===== src/rtl/pan_digit_capture_if.sv =====
// Keypad-side bus for the PAN digit collector: strobes in, packed digits and status out.
interface pan_digit_capture_if #(
  parameter int MAX_DIGITS = 19
);
  logic                      digit_valid;
  logic [3:0]                digit_in;
  logic                      backspace;
  logic                      enter;
  logic                      clear;
  logic [4*MAX_DIGITS-1:0]   pan_bcd;
  logic                      pan_ready;
  logic [4:0]                digit_count;
  logic                      entry_err;

  modport master (
    output digit_valid, digit_in, backspace, enter, clear,
    input  pan_bcd, pan_ready, digit_count, entry_err
  );

  modport slave (
    input  digit_valid, digit_in, backspace, enter, clear,
    output pan_bcd, pan_ready, digit_count, entry_err
  );
endinterface


===== src/rtl/pan_digit_capture.sv =====
// Collects BCD digits into a packed PAN bus ahead of the Luhn validator.
// Strobe priority each cycle: clear > enter > backspace > digit_valid.
//
// state   | meaning
// --------+---------------------------------------------------------------
// S_IDLE  | no digits stored
// S_ENTRY | 1..MAX_DIGITS digits stored, still accepting keys
// S_DONE  | exactly REQ_DIGITS committed, PAN held, wait for clear
// S_ERROR | bad key or wrong-length enter, PAN frozen, wait for clear
module pan_digit_capture #(
  parameter int MAX_DIGITS = 19,
  parameter int REQ_DIGITS = 16
) (
  input  logic                clk,
  input  logic                rst,
  pan_digit_capture_if.slave  bus
);
  localparam int         PAN_W   = 4 * MAX_DIGITS;
  localparam logic [4:0] MAX_CNT = 5'(MAX_DIGITS);
  localparam logic [4:0] REQ_CNT = 5'(REQ_DIGITS);

  typedef enum logic [1:0] {S_IDLE, S_ENTRY, S_DONE, S_ERROR} state_t;

  state_t             state_q, state_n;
  logic [PAN_W-1:0]   pan_q, pan_n;
  logic [4:0]         cnt_q, cnt_n;
  logic               ready_q, err_q;
  logic [6:0]         wr_pos, bs_pos;

  // State, digit store and status flags; status flops follow the next state so
  // they rise exactly one cycle after the strobe that causes them.
  always_ff @(posedge clk) begin
    if (rst) begin
      state_q <= S_IDLE;
      pan_q   <= '0;
      cnt_q   <= '0;
      ready_q <= 1'b0;
      err_q   <= 1'b0;
    end else begin
      state_q <= state_n;
      pan_q   <= pan_n;
      cnt_q   <= cnt_n;
      ready_q <= (state_n == S_DONE);
      err_q   <= (state_n == S_ERROR);
    end
  end

  // Next-state and digit-store update; only the highest-priority strobe acts.
  always_comb begin
    state_n = state_q;
    pan_n   = pan_q;
    cnt_n   = cnt_q;
    wr_pos  = {cnt_q, 2'b00};
    bs_pos  = {cnt_q - 5'd1, 2'b00};
    if (bus.clear) begin
      state_n = S_IDLE;
      pan_n   = '0;
      cnt_n   = '0;
    end else if (state_q == S_IDLE || state_q == S_ENTRY) begin
      if (bus.enter) begin
        state_n = (cnt_q == REQ_CNT) ? S_DONE : S_ERROR;
      end else if (bus.backspace) begin
        // IDLE has nothing to remove, so the count cannot underflow.
        if (state_q == S_ENTRY) begin
          cnt_n             = cnt_q - 5'd1;
          pan_n[bs_pos +: 4] = 4'd0;
          if (cnt_q == 5'd1) state_n = S_IDLE;
        end
      end else if (bus.digit_valid) begin
        if (bus.digit_in > 4'd9) begin
          state_n = S_ERROR;
        end else if (cnt_q < MAX_CNT) begin
          pan_n[wr_pos +: 4] = bus.digit_in;
          cnt_n              = cnt_q + 5'd1;
          state_n            = S_ENTRY;
        end
      end
    end
  end

  assign bus.pan_bcd     = pan_q;
  assign bus.digit_count = cnt_q;
  assign bus.pan_ready   = ready_q;
  assign bus.entry_err   = err_q;
endmodule


===== src/flat_wrapper.sv =====
// flat-port wrapper written by rule: the top's interface ports become plain ports
module pan_digit_capture_flat 
#(
  parameter int MAX_DIGITS = 19,
  parameter int REQ_DIGITS = 16
)
  (clk, rst, bus_digit_valid, bus_digit_in, bus_backspace, bus_enter, bus_clear, bus_pan_bcd, bus_pan_ready, bus_digit_count, bus_entry_err);
  pan_digit_capture_if #(.MAX_DIGITS(MAX_DIGITS)) bus_i ();
  input  logic clk;
  input  logic rst;
  input wire logic [$bits(bus_i.digit_valid)-1:0] bus_digit_valid;
  input wire logic [$bits(bus_i.digit_in)-1:0] bus_digit_in;
  input wire logic [$bits(bus_i.backspace)-1:0] bus_backspace;
  input wire logic [$bits(bus_i.enter)-1:0] bus_enter;
  input wire logic [$bits(bus_i.clear)-1:0] bus_clear;
  output wire logic [$bits(bus_i.pan_bcd)-1:0] bus_pan_bcd;
  output wire logic [$bits(bus_i.pan_ready)-1:0] bus_pan_ready;
  output wire logic [$bits(bus_i.digit_count)-1:0] bus_digit_count;
  output wire logic [$bits(bus_i.entry_err)-1:0] bus_entry_err;
  assign bus_i.digit_valid = bus_digit_valid;
  assign bus_i.digit_in = bus_digit_in;
  assign bus_i.backspace = bus_backspace;
  assign bus_i.enter = bus_enter;
  assign bus_i.clear = bus_clear;
  assign bus_pan_bcd = bus_i.pan_bcd;
  assign bus_pan_ready = bus_i.pan_ready;
  assign bus_digit_count = bus_i.digit_count;
  assign bus_entry_err = bus_i.entry_err;
  pan_digit_capture #(.MAX_DIGITS(MAX_DIGITS), .REQ_DIGITS(REQ_DIGITS)) u_core (.clk(clk), .rst(rst), .bus(bus_i));
endmodule

===== config.mk =====
export PLATFORM = sky130hd
export DESIGN_NAME = pan_digit_capture_flat
export DESIGN_NICKNAME = d
export VERILOG_FILES = /design/src/rtl/pan_digit_capture_if.sv /design/src/rtl/pan_digit_capture.sv /design/src/flat_wrapper.sv
export SDC_FILE = /design/constraint.sdc
export NUM_CORES = 1
export LEC_CHECK = 0
export BUFFER_PORTS_ARGS = -buffer_cell sky130_fd_sc_hd__buf_2
export CORE_MARGIN = 1
export CORE_UTILIZATION = 34
export CTS_CLUSTER_SIZE = 30
export DETAILED_ROUTE_END_ITERATION = 8
export PLACE_DENSITY = 0.53
export SYNTH_ARGS = -nofsm -noshare
export SYNTH_HDL_FRONTEND = slang
export SYNTH_SLANG_ARGS = --single-unit

===== constraint.sdc =====
create_clock -name clk -period 5.9 [get_ports clk]
set_input_delay 0.59 -clock clk [delete_from_list [all_inputs] [get_ports clk]]
set_output_delay 0.59 -clock clk [all_outputs]
set_load 0.01 [all_outputs]

==> results of run 1 <==
-- stage by stage --
step	worst slack (ns)	util	total power [mW]	cell area [um2]	hold WS, ns
floorplan	2.90	-	0.661	4370	0.474
global placement	2.42	0.390	0.691	4900	0.434
detailed placement	2.40	0.390	0.691	4900	0.443
CTS	2.42	0.415	1.27	5220	0.462
global route	2.08	0.415	1.31	5220	0.472
finish	2.36	0.415	1.26	5220	0.461
-- sequential cells by signal (all words and copies together) (netlist names) --
name	cells
u_core.bus.pan_bcd	76
u_core.bus.digit_count	5
u_core.state_q	2
u_core.bus.entry_err	1
u_core.bus.pan_ready	1
-- cell type report --
class,instances,area [um2],share of cell area
Tap cell,172,215,0.0413
Sequential cell,85,1700,0.326
Multi-Input combinational cell,392,2460,0.472
Timing Repair Buffer,96,490,0.0940
Inverter,9,33.8,0.00648
Clock inverter,5,58.8,0.0113
Clock buffer,11,253,0.0485
-- logic make-up after synthesis --
family                   synth area share
AND/OR/NAND/NOR                     0.251
XOR/XNOR                           0.0178
AO/OA/AOI/OAI                       0.251
multiplexers                       0.0183
buffers and inverters              0.0492
flip-flops                          0.389
adder cells (fa/ha/maj)            0.0229
-- worst max-delay path, cell delays in order (launching register included) --
cell,delay (ns)
dfxtp_1,0.64
inv_1,0.20
ha_1,0.33
inv_1,0.15
nor3_1,0.10
ha_1,0.50
a21oi_1,0.35
nand2_1,0.25
or4b_2,0.70
o31ai_1,0.21
-- layout by cell type, fill, tap and decap left out, types with 4 or more instances in the layout --
| cell type | synthesis | layout |
|---|---|---|
| o32ai_1 | 4 | 4 |
| or3_1 | 7 | 7 |
| or2_2 | 4 | 4 |
| a22o_1 | 16 | 16 |
| nand2_1 | 68 | 68 |
| nand4_1 | 6 | 6 |
| mux2i_1 | 8 | 8 |
| buf_4 | 5 | 4 |
| ha_1 | 8 | 8 |
| o2bb2ai_1 | 10 | 10 |
| o31ai_1 | 4 | 4 |
| and3_1 | 10 | 10 |
| o21ai_0 | 21 | 21 |
| dfxtp_1 | 85 | 85 |
| o22ai_1 | 16 | 16 |
| a21oi_1 | 34 | 34 |
| nand3_1 | 14 | 14 |
| or4_1 | 5 | 5 |
| clkbuf_16 | 0 | 9 |
| a21o_1 | 5 | 5 |
| xnor2_1 | 6 | 6 |
| buf_2 | 10 | 92 |
| a32o_1 | 7 | 7 |
| nor4_1 | 5 | 5 |
| and2_1 | 9 | 9 |
| inv_1 | 9 | 9 |
| nor2_1 | 40 | 39 |
| nor3b_1 | 5 | 5 |
| a32oi_1 | 7 | 6 |
| nor2b_1 | 6 | 6 |
| nor3_1 | 17 | 17 |
-- power by group through the flow --
stage | Combinational, mW | Sequential (mW) | Clock (mW)
2_1_floorplan | 0.0696 | 0.592 | 0
3_3_place_gp | 0.0989 | 0.592 | 0
3_5_place_dp | 0.0987 | 0.593 | 0
4_1_cts | 0.0989 | 0.580 | 0.595
5_1_grt | 0.108 | 0.580 | 0.621
6_report | 0.100 | 0.580 | 0.580
-- layer usage --
layer / vias to the layer above / GRT usage / wire length, um
met5: - / 0 / 0
li1: 2076 / - / -
met4: 0 / 0.0900 / 329
met3: 23 / 0.0480 / 884
met2: 170 / 0.353 / 6530
met1: 2138 / 0.302 / 6760
-- worst paths after layout --
path / from / end / slack [ns]
max: u_core.bus.digit_count[0]$_SDFFE_PP0P_ / u_core.bus.pan_bcd[45]$_SDFFE_PP0P_ / 2.36
min: u_core.bus.pan_bcd[12]$_SDFFE_PP0P_ / u_core.bus.pan_bcd[12]$_SDFFE_PP0P_ / 0.46
max reg2reg: u_core.bus.digit_count[0]$_SDFFE_PP0P_ / u_core.bus.pan_bcd[45]$_SDFFE_PP0P_ / 2.36
min reg2reg: u_core.bus.pan_bcd[12]$_SDFFE_PP0P_ / u_core.bus.pan_bcd[12]$_SDFFE_PP0P_ / 0.46
==> reports/results.txt, run 1 <==
Synth warn: 0
Power share of the sequential group: 0.460
Hpwl dp: 10.7 mm
I/O pins: 93
Drc violations: 0
Int Power: 0.954 mW
Clock slew at reported path FFs: 0.06 ns
Buffers added on ports: 92
CP Data Required Time: 6.15 ns
Post-CTS Setup Inserts: 0
Power density over the cells: 242 nW/um2
Starting Density: 0.348
Clock sinks: 85
Outcome: completed
DRT Wirelength: 14.5 mm
Layout cells sized above 1: 0.227
Full die area: 13,300 um2
Slew Limit Fails: 0
Die Height: 115 um
Clock Tree Buf Depth: 2
Cts hold-fix bufs: 0
Post-synth top area share: 0.389
Period Utilization, post-route: 0.599
Row count: 41
Final nets: 611
Initial antenna violation count: 0
DRT iter0 DRCs: 377
Crit path launch type: flop
Fin. Hold Viols: 0
Filler instances: 1,295
Worst skew pair latency: 0.34 ns
Post-synth EDFFs: 0
RSZ-0062 raised after global routing: false
Cell taking the most area after synthesis: dfxtp_1
Antenna diodes: 0
Asr flop ratio synth: 0
Syn Inst Count: 524
Clk pwr share: 0.460
Post-route minimum period: 3.54 ns
Worst Tran Pin Value: 0.883 ns
Final setup fails: 0
Max_cap viols: 0
Fin cells: 770
Synth top cells by count: dfxtp_1, nand2_1, nor2_1, a21oi_1, o21ai_0
Mapped Avg Cell Area: 8.34 um2
Area grow syn2layout: 19.4%
Logic pwr share: 0.079
Total number of vias: 4,407
Pin count of the biggest net entering global routing: 45
Switching portion of total power: 0.243
Seq/Total Area, Yosys: 0.389
CTS H-tree depth: 3
Max_slew headroom: 0.411
Worst EP arrival: 3.79 ns
Register-to-Register Path Depth: 9
Most used DFF post-synth: dfxtp_1
Peak Freq: 0.283 GHz
Setup Skew: 0.00456 ns
Synth area leaders: dfxtp_1, nand2_1, a21oi_1, nor2_1, a22o_1
Clock root cell: clkbuf_16
Vias per inst: 5.72
WL/cell: 18.8 um
Count of cell types in the netlist: 69
Synthesized flop and latch total: 85
Drt first pass iters: 5
Tot GR Track Use: 0.226
Syn nets: 542
Setup TNS: 0 ns
Placed cells: 754
CORE AREA: 12,600 um2
GR Overflow Total: 0
CTS tree: yes
Crit path kind: flop to flop
Mapped Area: 4370 um2
Hold/Removal Path Class: flop to flop
Sw power: 0.306 mW
Leak: 2.12 nW
Top-count cell post-synth: dfxtp_1
Vias in the first global route: 4,089
Die width: 115 um
Antenna Violating Nets Remaining: 0
PostCTS Resize Cnt: 0
First-pass GRT wire length: 22.8 mm
Worst setup EP type: flop
Hold depth: 1
CP max FO: 16
Placer congestion estimate: 0.897
Max VDD drop: 0.141 mV
CTS buffer count: 9
No activity file was read; power rests on OpenSTA's default activity.
==> run 2, diff against run 1 <==
Clock period 5.9 ns to 3.35 ns, I/O delays scaled along.
==> reports/results.txt, run 2 (synthesized netlist as in run 1, its figures left out) <==
Layout cells sized above 1: 0.249 (was 0.227)
Period Utilization, post-route: 0.929 (was 0.599)
Placed Area: 5030 um2 (was 4900 um2)
Drc violations: 0 (unchanged)
Placer congestion estimate: 0.889 (was 0.897)
Hold depth: 3 (was 1)
CTS buffer count: 9 (unchanged)
WL/cell: 19.0 um (was 18.8 um)
Outcome: completed (unchanged)
Fin. Hold Viols: 0 (unchanged)
Vias per inst: 5.52 (was 5.72)
Crit path kind: flop to flop (unchanged)
Worst EP arrival: 3.37 ns (was 3.79 ns)
Fin cells: 787 (was 770)
Post-route minimum period: 3.11 ns (was 3.54 ns)
Peak Freq: 0.321 GHz (was 0.283 GHz)
Power density over the cells: 420 nW/um2 (was 242 nW/um2)
Commonest non-fill, non-tap cell in the layout: buf_2 (unchanged)
CTS tree: yes (unchanged)
Clock root cell: clkbuf_16 (unchanged)
CP max-delay cell: or4b_2 (unchanged)
Max_cap viols: 0 (unchanged)
Starting Density: 0.348 (unchanged)
Total number of vias: 4,348 (was 4,407)
CORE AREA: 12,600 um2 (unchanged)
Die width: 115 um (unchanged)
I/O pins: 93 (unchanged)
Full die area: 13,300 um2 (unchanged)
Worst Tran Pin Value: 0.829 ns (was 0.883 ns)
Vias in the first global route: 4,161 (was 4,089)
CP bufs+invs: 2 (unchanged)
CP peak stage delay: 0.70 ns (about the same)
Drt first pass iters: 5 (unchanged)
Final setup fails: 0 (unchanged)
CTS H-tree depth: 3 (unchanged)
Setup Skew: 0.00615 ns (was 0.00456 ns)
Hold slack final: 0.325 ns (was 0.461 ns)
Worst path top cell family by delay: simple AND/OR/NAND/NOR gates (unchanged)
CP cell instances: inv_1 > ha_1 > inv_1 > nor3_1 > ha_1 > a21oi_2 > nand2_1 > or4b_2 > o31ai_1 (was inv_1 > ha_1 > inv_1 > nor3_1 > ha_1 > a21oi_1 > nand2_1 > or4b_2 > o31ai_1)
CP max FO: 12 (was 16)
Clock sinks: 85 (unchanged)
Die Height: 115 um (unchanged)
Register-to-Register Path Depth: 9 (unchanged)
Placed cells: 771 (was 754)
Worst skew pair latency: 0.34 ns (about the same)
FF-to-FF Start: u_core.bus.digit_count[1]$_SDFFE_PP0P_ (was u_core.bus.digit_count[0]$_SDFFE_PP0P_)
Worst flop-to-flop path endpoint: u_core.bus.pan_bcd[47]$_SDFFE_PP0P_ (was u_core.bus.pan_bcd[45]$_SDFFE_PP0P_)
Crit path launch type: flop (unchanged)
Clock slew at reported path FFs: 0.07 ns (was 0.06 ns)
RSZ-0062 raised after global routing: false (unchanged)
Slew Limit Fails: 0 (unchanged)
GR Overflow Total: 0 (unchanged)
Row count: 41 (unchanged)
Largest register FFs: 76 (unchanged)
Pin count of the biggest net entering global routing: 30 (was 45)
Final Instance Area: 5350 um2 (was 5220 um2)
Max_slew headroom: 0.447 (was 0.411)
Clock Tree Buf Depth: 2 (unchanged)
Most frequent cells in the layout: buf_2, dfxtp_1, nand2_1, nor2_1, a21oi_1 (unchanged)
Max VDD drop: 0.253 mV (was 0.141 mV)
DRT Wirelength: 14.9 mm (was 14.5 mm)
Worst hold endpoint: u_core.state_q[1]$_SDFF_PP0_ (was u_core.bus.pan_bcd[12]$_SDFFE_PP0P_)
Critical path depth in cells: 9 (unchanged)
Hold Startpoint: bus_enter (was u_core.bus.pan_bcd[12]$_SDFFE_PP0P_)
Buffers added on ports: 92 (unchanged)
Setup TNS: 0 ns (unchanged)
Layout Utilization: 0.425 (was 0.415)
Antenna diodes: 0 (unchanged)
Hold/Removal Path Class: primary input to flop (was flop to flop)
Worst setup EP type: flop (unchanged)
Hpwl dp: 11.2 mm (was 10.7 mm)
Area grow syn2layout: 22.3% (was 19.4%)
Antenna Violating Nets Remaining: 0 (unchanged)
Final nets: 628 (was 611)
Worst reg2reg setup slack: 0.24 ns (was 2.36 ns)
Tot GR Track Use: 0.233 (was 0.226)
Leak: 2.20 nW (was 2.12 nW)
DRT iter0 DRCs: 296 (was 377)
CP Data Required Time: 3.61 ns (was 6.15 ns)
Initial antenna violation count: 0 (unchanged)
First-pass GRT wire length: 23.2 mm (was 22.8 mm)
[run 2: timing repair]
item | in CTS | in global routing
gates resized for setup | 0 | 1
endpoints found under the hold margin | 0 | 0
setup buffers | 0 | 0
endpoints found under the setup margin | 0 | 2
hold buffers | 0 | 0
[run 2: routing by layer]
metal | vias to the layer above | routed length (um) | global-route usage
met5 | - | 0 | 0
met2 | 137 | 6700 | 0.363
met1 | 2077 | 7090 | 0.320
met4 | 0 | 338 | 0.0909
met3 | 17 | 795 | 0.0369
li1 | 2117 | - | -
[run 2: worst max-delay path by stage]
stage	start	slack, ns	to
finish	u_core.bus.digit_count[1]$_SDFFE_PP0P_	0.24	u_core.bus.pan_bcd[47]$_SDFFE_PP0P_
global route	u_core.bus.digit_count[1]$_SDFFE_PP0P_	0.07	u_core.bus.pan_bcd[2]$_SDFFE_PP0P_
CTS	u_core.bus.digit_count[1]$_SDFFE_PP0P_	0.17	u_core.bus.pan_bcd[47]$_SDFFE_PP0P_
detailed placement	u_core.bus.digit_count[1]$_SDFFE_PP0P_	0.17	u_core.bus.pan_bcd[47]$_SDFFE_PP0P_
global placement	u_core.bus.digit_count[1]$_SDFFE_PP0P_	0.40	u_core.bus.pan_bcd[53]$_SDFFE_PP0P_
floorplan	u_core.bus.digit_count[0]$_SDFFE_PP0P_	0.35	u_core.bus.pan_bcd[36]$_SDFFE_PP0P_
[run 2: layout make-up]
| type | count | area (um2) |
|---|---|---|
| well taps | 172 | 215 |
| flip-flops and latches | 85 | 1700 |
| inverters | 9 | 33.8 |
| fillers | 1301 | 7220 |
| multi-input cells | 392 | 2470 |
| clock inverters | 4 | 53.8 |
| clock buffers | 12 | 256 |
| repair buffers | 113 | 618 |
[run 2: worst register-to-register path, delay by kind of cell, from the launching register on]
| family | cells | cell delay [ns] |
|---|---|---|
| and+or+nand+nor | 3 | 0.99 |
| adders and majority gates | 2 | 0.70 |
| DFF | 1 | 0.53 |
| AOI/OAI and AO/OA | 2 | 0.49 |
| buffers and inverters | 2 | 0.31 |
[run 2: report_power, final]
| part | total [mW] | internal [mW] | switching [mW] |
|---|---|---|---|
| clock | 1.03 | 0.621 | 0.413 |
| sequential | 1.02 | 1.01 | 0.00502 |
| combinational | 0.192 | 0.0574 | 0.135 |
| total | 2.25 | 1.69 | 0.553 |
[run 2: per-stage QoR]
stage	setup WS, ns	total power [mW]
CTS	0.165	2.26
floorplan	0.347	1.16
detailed placement	0.168	1.23
global placement	0.402	1.23
global route	0.0665	2.32
finish	0.239	2.25
